==> config.mk <==
export PLATFORM = sky130hd
export DESIGN_NAME = alu_exec_unit
export DESIGN_NICKNAME = d
export VERILOG_FILES = /design/src/rtl/alu_exec_unit.sv
export SDC_FILE = /design/constraint.sdc
export NUM_CORES = 1
export LEC_CHECK = 0
export BUFFER_PORTS_ARGS = -buffer_cell sky130_fd_sc_hd__buf_2
export CAP_MARGIN = 20
export CORE_MARGIN = 2
export CORE_UTILIZATION = 60
export CTS_BUF_LIST = sky130_fd_sc_hd__clkbuf_8
export DETAILED_ROUTE_END_ITERATION = 10
export PLACE_DENSITY = 0.76
export REMOVE_ABC_BUFFERS = 1
export SYNTH_ARGS = -nofsm -noshare
export SYNTH_HDL_FRONTEND = slang
export SYNTH_SLANG_ARGS = --single-unit
export TNS_END_PERCENT = 50
==> constraint.sdc <==
create_clock -name clk_i -period 9.55 [get_ports clk_i]
set_input_delay 0.4775 -clock clk_i [delete_from_list [all_inputs] [get_ports clk_i]]
set_output_delay 0.4775 -clock clk_i [all_outputs]
set_load 0.005 [all_outputs]
==> src/rtl/alu_exec_unit.sv <==
`default_nettype none
// ============================================================================
//  Module   : alu_exec_unit
//  Brief    : Execute stage behind the ALU control decoder. Single-cycle
//             AND/OR/ADD/SUB/SLT, iterative shift-add MUL (low half) over
//             WIDTH cycles, valid/ready input handshake, registered outputs.
//  Revision : 1.0  initial release
// ============================================================================
module alu_exec_unit #(
  parameter int WIDTH = 32
) (
  input  logic             clk_i,
  input  logic             rst_i,
  input  logic             valid_i,
  output logic             ready_o,
  input  logic [3:0]       ctrl_i,
  input  logic [WIDTH-1:0] src1_i,
  input  logic [WIDTH-1:0] src2_i,
  output logic [WIDTH-1:0] result_o,
  output logic             zero_o,
  output logic             valid_o,
  output logic             illegal_o
);

  localparam int CW = $clog2(WIDTH + 1);

  localparam logic [CW-1:0] CNT_INIT = CW'(WIDTH);
  localparam logic [CW-1:0] CNT_ONE  = CW'(1);

  localparam logic [3:0] OP_AND = 4'b0000;
  localparam logic [3:0] OP_OR  = 4'b0001;
  localparam logic [3:0] OP_ADD = 4'b0010;
  localparam logic [3:0] OP_MUL = 4'b0011;
  localparam logic [3:0] OP_SUB = 4'b0110;
  localparam logic [3:0] OP_SLT = 4'b0111;

  localparam logic [0:0] S_IDLE = 1'b0;
  localparam logic [0:0] S_MUL  = 1'b1;

  logic [0:0]       state_q, state_d;
  logic [CW-1:0]    cnt_q, cnt_d;
  logic [WIDTH-1:0] mcand_q, mcand_d;
  logic [WIDTH-1:0] mplier_q, mplier_d;
  logic [WIDTH-1:0] acc_q, acc_d;
  logic [WIDTH-1:0] result_q, result_d;
  logic             zero_q, zero_d;
  logic             valid_q, valid_d;
  logic             illegal_q, illegal_d;

  logic [WIDTH-1:0] alu_res;
  logic             alu_ill;
  logic [WIDTH-1:0] acc_sum;

  assign ready_o   = (state_q == S_IDLE);
  assign result_o  = result_q;
  assign zero_o    = zero_q;
  assign valid_o   = valid_q;
  assign illegal_o = illegal_q;

  // Partial-product step: add the shifted multiplicand when the multiplier LSB is set.
  assign acc_sum = mplier_q[0] ? (acc_q + mcand_q) : acc_q;

  // Single-cycle operations; unsupported codes yield zero and flag illegal.
  always_comb begin
    alu_res = '0;
    alu_ill = 1'b0;
    case (ctrl_i)
      OP_AND:  alu_res = src1_i & src2_i;
      OP_OR:   alu_res = src1_i | src2_i;
      OP_ADD:  alu_res = src1_i + src2_i;
      OP_SUB:  alu_res = src1_i - src2_i;
      OP_SLT:  alu_res = {{(WIDTH-1){1'b0}}, ($signed(src1_i) < $signed(src2_i))};
      default: alu_ill = 1'b1;
    endcase
  end

  // Next-state logic for the IDLE/MUL controller and the output registers.
  always_comb begin
    state_d   = state_q;
    cnt_d     = cnt_q;
    mcand_d   = mcand_q;
    mplier_d  = mplier_q;
    acc_d     = acc_q;
    result_d  = result_q;
    zero_d    = zero_q;
    valid_d   = 1'b0;
    illegal_d = illegal_q;
    case (state_q)
      S_IDLE: begin
        if (valid_i) begin
          if (ctrl_i == OP_MUL) begin
            mcand_d  = src1_i;
            mplier_d = src2_i;
            acc_d    = '0;
            cnt_d    = CNT_INIT;
            state_d  = S_MUL;
          end else begin
            result_d  = alu_res;
            zero_d    = (alu_res == '0);
            illegal_d = alu_ill;
            valid_d   = 1'b1;
          end
        end
      end
      S_MUL: begin
        acc_d    = acc_sum;
        mcand_d  = mcand_q << 1;
        mplier_d = mplier_q >> 1;
        cnt_d    = cnt_q - CNT_ONE;
        if (cnt_q == CNT_ONE) begin
          result_d  = acc_sum;
          zero_d    = (acc_sum == '0);
          illegal_d = 1'b0;
          valid_d   = 1'b1;
          state_d   = S_IDLE;
        end
      end
      default: state_d = S_IDLE;
    endcase
  end

  // State registers; reset aborts any multiply in flight.
  always_ff @(posedge clk_i or negedge rst_i) begin
    if (!rst_i) begin
      state_q   <= S_IDLE;
      cnt_q     <= '0;
      mcand_q   <= '0;
      mplier_q  <= '0;
      acc_q     <= '0;
      result_q  <= '0;
      zero_q    <= 1'b1;
      valid_q   <= 1'b0;
      illegal_q <= 1'b0;
    end else begin
      state_q   <= state_d;
      cnt_q     <= cnt_d;
      mcand_q   <= mcand_d;
      mplier_q  <= mplier_d;
      acc_q     <= acc_d;
      result_q  <= result_d;
      zero_q    <= zero_d;
      valid_q   <= valid_d;
      illegal_q <= illegal_d;
    end
  end

endmodule
`default_nettype wire

# == Word level (Yosys, flattened, before mapping) ==
# Index checks and enable logic that the tools add are counted.
# Widths: inputs -> output; s select.
# op_classes
muxes,35
add_sub_neg,4
reduce_logical,6
n_bitwise,3
eq_ne,10
order_cmp,1
# ops
operator,n
$mux 32,10
$pmux 32 s2,4
$pmux 32 s5,1
$add 32x32->32,2
$logic_not 32->1,2
$and 32x32->32,1
$lt 32x32->1,1
$or 32x32->32,1
$sub 32x32->32,1
$mux 1,13
$mux 6,2
$pmux 6 s2,1
$eq 4x2->1 const B,2
$eq 4x3->1 const B,2
$pmux 1 s2,4
$eq 6x1->1 const B,1
$sub 6x1->6 const B,1
$reduce_or 5->1,1
$eq 4x1->1 const B,1
$logic_not 4->1,1
$ne 2x1->1 const B,2
$ne 2x2->1 const B,2
$reduce_and 3->1,1
$reduce_and 2->1,1
$not 1->1,1
# totals
ff_bits,138
output_inout_bits,36
elab_cells,68

# == Logic depth before layout (Yosys ltp) ==
# Gate-level depths: netlist of run 1.
# depth
ltp_word,6
depth_mapped,16
mapped_depth_nobuf,15

# == Least setup slack after synthesis of run 1 ==
# No wires, ideal clock.
# synth_path
kind,input -> register
startpoint,in src1_i[10]
endpoint,reg zero_q (netlist: zero_o)
t_required_ns,9.489
n_path_buf,2
setup_time_ns,0.061
arrival_time_ns,3.743
cell_stages,16
slack_ns,5.746
path_cell_list,inv_1 > ha_1 > buf_6 > or4_4 > or4_1 > a21o_1 > and4_4 > buf_6 > a21oi_1 > xnor2_1 > o22ai_1 > a2111oi_0 > nand4_1 > or2_0 > o41ai_2 > a31o_1
# synth_between
elab_chain_cells,6
# synth_rtl
element,line,source
"start, declared",17,"input logic [WIDTH-1:0] src1_i,"
$sub 32x32->32 (tied with other cells),71,OP_SUB: alu_res = src1_i - src2_i;
$pmux 32 s5 *,67,case (ctrl_i)
$logic_not 32->1 *,99,zero_d = (alu_res == '0);
$mux 1 *,91,if (ctrl_i == OP_MUL) begin
$mux 1 *,90,if (valid_i) begin
$pmux 1 s2 *,88,case (state_q)
"end signal, assigned",141,zero_q <= zero_d;
"end, declared",46,"logic zero_q, zero_d;"
# Every way passes the cells marked *; elsewhere a longest branch is shown, timed or not. The select of a mux whose other input is x is not followed.
# A chain may end at the register's enable or synchronous reset.

# == Worst setup path in the final report of run 1 ==
# layout_path
startpoint,in src1_i[0]
endpoint,reg zero_q (netlist: zero_o)
# Same word-level chain as after synthesis.

==> results of run 1 <==
cell usage in the layout, fill, tap and decap left out, types with 12 or more instances in the layout:
master / n
a211oi_1: 12
o21ai_0: 144
nand2b_1: 15
nor3_1: 23
and3_1: 14
nand4_1: 30
nor2b_1: 18
a31oi_1: 12
nand3_1: 29
buf_2: 105
nor2_1: 184
o22ai_1: 19
clkbuf_8: 17
o21ai_1: 12
buf_4: 15
mux2_2: 23
nand2_1: 207
nor4_1: 16
a21oi_1: 192
o211ai_1: 13
mux2i_1: 49
ha_1: 132
xnor2_1: 25
inv_1: 133
xor2_1: 17
a21o_1: 17
dfrtp_1: 136
sequential cells by signal (all words and copies together) (netlist names):
register and flops:
result_o 32, valid_o 1, cnt_q 6, illegal_o 1, acc_q 32, state_q 1
zero_o 1, mcand_q 32, mplier_q 32
per-layer routing:
metal / vias up / wire length (µm) / GRT usage [%]
met5: - / 0 / 0
met4: 0 / 971 / 9.70
met3: 82 / 3960 / 6.76
met2: 637 / 19000 / 56.4
met1: 6528 / 19700 / 53.0
li1: 6435 / - / -
area by class of cell:
cell class                 instances  area share [%]
multi-input combinational       1408            62.8
inverter                         134            3.47
clock buffer                      17            1.62
tap                              280            2.42
sequential                       138            23.9
clock inverter                    15            1.31
timing repair buffer             121            4.48
critical path, cell delays in order:
cell and delay (ps):
buf_2 100, inv_1 60, ha_1 220, fa_1 390
o21bai_1 210, nor4b_1 750, o21a_1 260, o21ai_1 150
a211oi_1 390, o31a_1 170, o211ai_1 130, a2111oi_0 470
nand4_1 210, or2_0 280, o41ai_2 220, a31o_1 150
per-stage QoR:
stage	hold WS [ps]	area [µm²]
finish	1.60	14500
global route	45.2	14500
CTS	15.1	14500
detailed placement	468	14100
global placement	463	14100
floorplan	182	13100
report_power, final:
| group | leakage (nW) | internal (mW) | switching [mW] |
|---|---|---|---|
| registers | 1.78 | 0.830 | 0.227 |
| logic | 4.81 | 0.642 | 1.02 |
| clock network | 0.205 | 0.264 | 0.288 |
| total | 6.80 | 1.74 | 1.54 |
final timing paths:
| kind | from | endpoint | slack (ps) | cells past startpoint |
|---|---|---|---|---|
| max | src1_i[0] | zero_o | 5330 | 16 |
| min reg2reg | mplier_q[11] | mplier_q[10] | 490 | 2 |
| max reg2reg | mcand_q[0] | result_o[30] | 5350 | 14 |
| min in group clk_i | src2_i[31] | mplier_q[31] | 270 | 3 |
| max in group asynchronous | rst_i | acc_q[26] | 8170 | 2 |
| min | rst_i | mcand_q[2] | 2 | 1 |
cells by family after synthesis:
logic type	count (synthesis)	share of synthesized area [%]
compound gates	572	26.5
buf+inv	246	6.98
simple gates	587	20.0
fa+ha+maj	135	12.7
xor+xnor	42	2.73
flops	138	25.6
mux	72	5.56
==> key figures, run 1 <==
Clocking
  • Skew-Pair Late Insertion Delay: 480 ps
  • Root Buffer: clkbuf_8
  • Number of hold buffers added after CTS: 0
  • Worst-path clk slew: about 100 ps
  • CTS tree: done
  • CTS Buf Count: 17
  • Clock Sinks: about 140
  • Postcts setup bufs: 0
  • Post-CTS sizing: 0
  • CTS max path bufs: 2
  • H-tree levels: 4

Detailed routing
  • DRT Pass-1 Iters: 8
  • Via count: around 14000
  • DRC viols: 0
  • Vias/cell: 6.48
  • DRT iter0 DRCs: roughly 1400
  • WL final: 43.6 mm
  • Post-route ant nets: 0
  • Drt wl/cell: between 20 and 25 µm

Synth
  • Cell area after synthesis: roughly 13000 µm²
  • Ys async rst share: 100%
  • Leading area contributor after synthesis: dfrtp_1
  • Ys Warns: 0
  • Most common cell in the synthesized netlist: nand2_1
  • Yosys reg bits: about 140
  • Mapped Cells: approximately 1800
  • Netlist cell types: 87
  • Ys flop type: dfrtp_1
  • Seq/Total Area, Yosys: between 20% and 30%
  • Top-area cell type share of the netlist area: between 20% and 30%
  • Post-Syn Area per Cell: roughly 7.5 µm²
  • Top post-synthesis cells by count: 207 x nand2_1, 192 x a21oi_1, 184 x nor2_1, 144 x o21ai_0, 137 x dfrtp_1
  • Post-synth EDFFs: 0
  • Top cells by area, synth: dfrtp_1 25%, ha_1 12%, a21oi_1 7.1%

STA
  • Slew @ Worst Pin: 1120 ps
  • Max Fclk: ~0.24 GHz
  • Slew Limit Fails: 0
  • Setup TNS: 0 ps
  • Crit path time final: around 4200 ps
  • Final worst path period share: between 40 and 50%
  • Rel. slew slack: between 20% and 30%
  • Skew final: ~19 ps
  • Final setup fails: 0
  • RSZ-0062 raised after global routing: no
  • Count of final hold-check violations: 0
  • Worst setup margin: between 5000 and 6000 ps

Placement
  • DP Wirelength: around 32 mm
  • Placed insts: 2081
  • Port Buf Inserts: 106
  • Setup WS pre-CTS: between 5000 and 6000 ps
  • Routability-driven placement congestion ratio: 1.04

Global routing
  • Gr ovfl total: 0
  • Antenna violations before repair: 0
  • Largest net degree at the start of global routing: 123
  • Via count of the first global-routing pass: around 13000
  • All-Layer GR Usage: a little over a third
  • First-pass GRT wire length: 68.8 mm

Floorplan
  • Placeable Area: between 20000 and 25000 µm²
  • Std cell rows: between 50 and 60
  • Chip width: 154 µm
  • DIE AREA: 23700 µm²
  • Die height: about 150 µm
  • Ports: 107
  • Initial Utilization: around 60%

Power
  • Cell Pwr Density: between 200 and 250 nW/µm²
  • LEAKAGE: around 6.8 nW
  • Peak VDD IR: about 0.17 mV
  • Final Power: roughly 3.3 mW

Flow run
  • Max cap viols: 0

Setup path
  • WP data arrival: 4630 ps
  • Critical Path Fanout Max: 5
  • Worst endpoint required time: approximately 10000 ps
  • CP Class: input pin to flip-flop
  • Setup crit start kind: input pin
  • Endpoint class of the critical path: flip-flop

Layout
  • Fin cells: about 2100
  • Sequential Area: approximately 3500 µm²
  • Fin util: approximately two thirds
  • Final-layout fill cell count: 1978
  • Antenna Cells: 0
  • Layout Nets: a little over 2000
  • Area grow syn2layout: 7.36%
  • Layout cells sized above 1: between 10% and 20%
  • Area of the multi-input gates: 9100 µm²

Min path
  • Hold Crit Class: input pin to asynchronous set/reset pin

Run status
  • Status: complete, no violations
(Power assumes the default switching activity.)
==> run 2: changes to the inputs <==
Settings changed: ABC_AREA set to 1, PLACE_DENSITY 0.76 to 0.75.
Clock period 9.55 ns to 4 ns, I/O delays scaled along.
==> run 2 against run 1 <==
Net effect: wire length up 26%; critical path depth increased by 6; die area grew 11%; register-to-register slack lost 4400 ps; critical endpoint unchanged; largest power group unchanged.
==> key figures, run 2 <==
STA
  • Crit path time final: roughly 3000 ps
  • Count of final hold-check violations: 0
  • Rel. slew slack: 37.1%
  • Slew @ Worst Pin: between 900 and 1000 ps
  • Final setup fails: 0
  • Skew final: around 24 ps
  • Slew Limit Fails: 0
  • Max Fclk: between 0.3 and 0.4 GHz
  • Final worst path period share: roughly three quarters
  • RSZ-0062 raised after global routing: no

Clocking
  • CTS Buf Count: 17
  • CTS max path bufs: 2
  • Root Buffer: clkbuf_8
  • Clock Sinks: 138
  • CTS tree: done
  • H-tree levels: 4
  • Skew-Pair Late Insertion Delay: just under 500 ps
  • Postcts setup bufs: 0
  • Worst-path clk slew: between 100 and 150 ps

Global routing
  • Largest net degree at the start of global routing: 86
  • GR Util met1: 56.8%
  • Met3 Use GR: 6.98%
  • Busiest grt layer: met2
  • Via count of the first global-routing pass: 16100
  • Antenna violations before repair: 2
  • Gr ovfl total: 0
  • GR Layer Usage met2: 66.9%
  • All-Layer GR Usage: roughly two fifths
  • First-pass GRT wire length: approximately 85 mm

Power
  • LEAKAGE: 9.06 nW
  • Peak VDD IR: 0.531 mV
  • Cell Pwr Density: between 600 and 700 nW/µm²
  • Final Power: about 10 mW

Floorplan
  • Die height: 162 µm
  • Placeable Area: approximately 24000 µm²
  • Std cell rows: 57
  • DIE AREA: ~26000 µm²
  • Initial Utilization: between 60% and 70%
  • Ports: roughly 110
  • Chip width: around 160 µm

Synth
  • Top post-synthesis cells by count: 839 x nand2_1, 415 x inv_1, 285 x nor2_1, 215 x nand3_1, 137 x dfrtp_1
  • Top cells by area, synth: dfrtp_1 23%, nand2_1 21%, ha_1 11%
  • Ys flop type: dfrtp_1
  • Post-synth EDFFs: 0
  • Netlist cell types: 43
  • Seq/Total Area, Yosys: between 20% and 30%
  • Mapped Cells: about 2600
  • Post-Syn Area per Cell: between 5 and 6 µm²
  • Leading area contributor after synthesis: dfrtp_1
  • Most common cell in the synthesized netlist: nand2_1
  • Cell area after synthesis: 15100 µm²
  • Yosys reg bits: approximately 140
  • Ys async rst share: 100%
  • Top-area cell type share of the netlist area: a little under a quarter
  • Ys Warns: 0

Run status
  • Status: complete, no violations

Setup path
  • Worst Setup SP: src2_i[19]
  • Max incr delay on CP: roughly 520 ps
  • Setup crit start kind: input pin
  • Critical Path Fanout Max: 8
  • Worst endpoint required time: around 4400 ps
  • FF-to-FF Start: mcand_q[0]
  • CP max stage cell: dlygate4sd3_1
  • WP data arrival: between 3000 and 4000 ps
  • CP Class: input pin to flip-flop
  • Endpoint class of the critical path: flip-flop
  • CP Cell Sequence: dlygate4sd3_1 -> buf_2 -> inv_1 -> ha_1 -> nand2_1 -> nor2_2 -> inv_1 -> o21ai_0 -> inv_1 -> nand3_1 -> nand2_1 -> nand2_1 -> nor2_1 -> nor2_1 -> nand2_1 -> nor2_1 -> nand2_1 -> nor2_1 -> nand2_1 -> nand2_1 -> nand2_1 -> nand2_1
  • Most used cell, CP: nand2_1

Detailed routing
  • DRT Pass-1 Iters: 8
  • Via count: 17300
  • DRC viols: 0
  • Vias/cell: between 5 and 6
  • WL final: around 55 mm
  • Post-route ant nets: 0
  • DRT iter0 DRCs: 1980
  • Drt wl/cell: between 15 and 20 µm

Layout
  • Fin util: between 60% and 70%
  • Commonest non-fill, non-tap cell in the layout: nand2_1
  • Final-layout fill cell count: roughly 2300
  • Layout Nets: 2835
  • Most frequent cells in the layout: 839 x nand2_1, 414 x inv_1, 284 x nor2_1
  • Area of the multi-input gates: 9650 µm²
  • Sequential Area: between 3000 and 4000 µm²
  • Layout cells sized above 1: under 10%
  • Post-route cell area: ~16000 µm²
  • Area grow syn2layout: 7.99%
  • Fin cells: about 3000

Placement
  • Port Buf Inserts: around 110
  • Placed insts: between 2000 and 3000
  • DP Wirelength: roughly 44 mm
  • Dpl cell area: ~16000 µm²
  • Routability-driven placement congestion ratio: about 0.99

Flow run
  • Max cap viols: 0

Min path
  • Hold Crit Class: input pin to flip-flop
  • Hold Startpoint: src2_i[22]
==> run 2: worst max-delay path: cells and delay by family <==
family          cells  cell delay (ps)
compound gates      1              380
fa+ha+maj           1              480
buf+inv             5              870
simple gates       15             1510
==> run 2: power by group <==
part / internal [mW] / switching (mW) / total (mW)
registers: 2.07 / 0.540 / 2.61
logic: 2.11 / 4.44 / 6.56
clock network: 0.533 / 0.736 / 1.27
total: 4.72 / 5.72 / 10.4
==> run 2: logic make-up (layout without fill, tap and decap cells) <==
logic type / after synthesis / after routing / share of synthesized area [%]
simple gates: 1455 / 1455 / 40.3
other cells: 0 / 1 / 0
compound gates: 323 / 323 / 12.0
flops: 138 / 138 / 23.0
xor+xnor: 4 / 4 / 0.233
buf+inv: 507 / 587 / 13.1
fa+ha+maj: 135 / 135 / 11.4
==> run 2: metal layers <==
layer | part of all wire, % | wire, µm | vias to the layer above
met2 | 44 | 24100 | 987
met4 | 4.6 | 2510 | 2
met5 | 0.024 | 13 | -
li1 | - | - | 8242
met1 | 41 | 22800 | 7848
met3 | 10 | 5540 | 182
==> run 2: cell type report <==
type / count / share of cell area [%]
Multi-Input combinational cell: 1917 / 59.4
Clock inverter: 15 / 1.04
Clock buffer: 17 / 1.44
Timing Repair Buffer: 130 / 4.55
Tap cell: 324 / 2.49
Inverter: 425 / 9.82
Sequential cell: 138 / 21.3
Antenna cell: 1 / 0.0154
==> run 2: final timing paths <==
path                                endpoint  slack (ps)  cells after the start
worst max-delay path                  zero_o         970                     22
worst min-delay path            mplier_q[22]           7                      3
worst max register to register        zero_o        1000                     17
worst min register to register        zero_o         480                      2
max in group asynchronous             zero_o        2690                      3
min in group asynchronous        mplier_q[6]         250                      2
==> run 2: repair_timing <==
item | CTS | global route
hold endpoints to repair | 76 | 0
hold buffers | 9 | 0
resized for setup | 0 | 0
==> run 2: through the flow <==
| step | hold slack (ps) | setup WS [ps] | TNS, ps |
|---|---|---|---|
| after floorplan | -95.6 | -5800 | -489740 |
| after global placement | 222 | 873 | 0 |
| after global routing | 6.38 | 786 | 0 |
| after CTS | 0.967 | 1070 | 0 |
| after detailed placement | 228 | 932 | 0 |
| final | 6.53 | 967 | 0 |
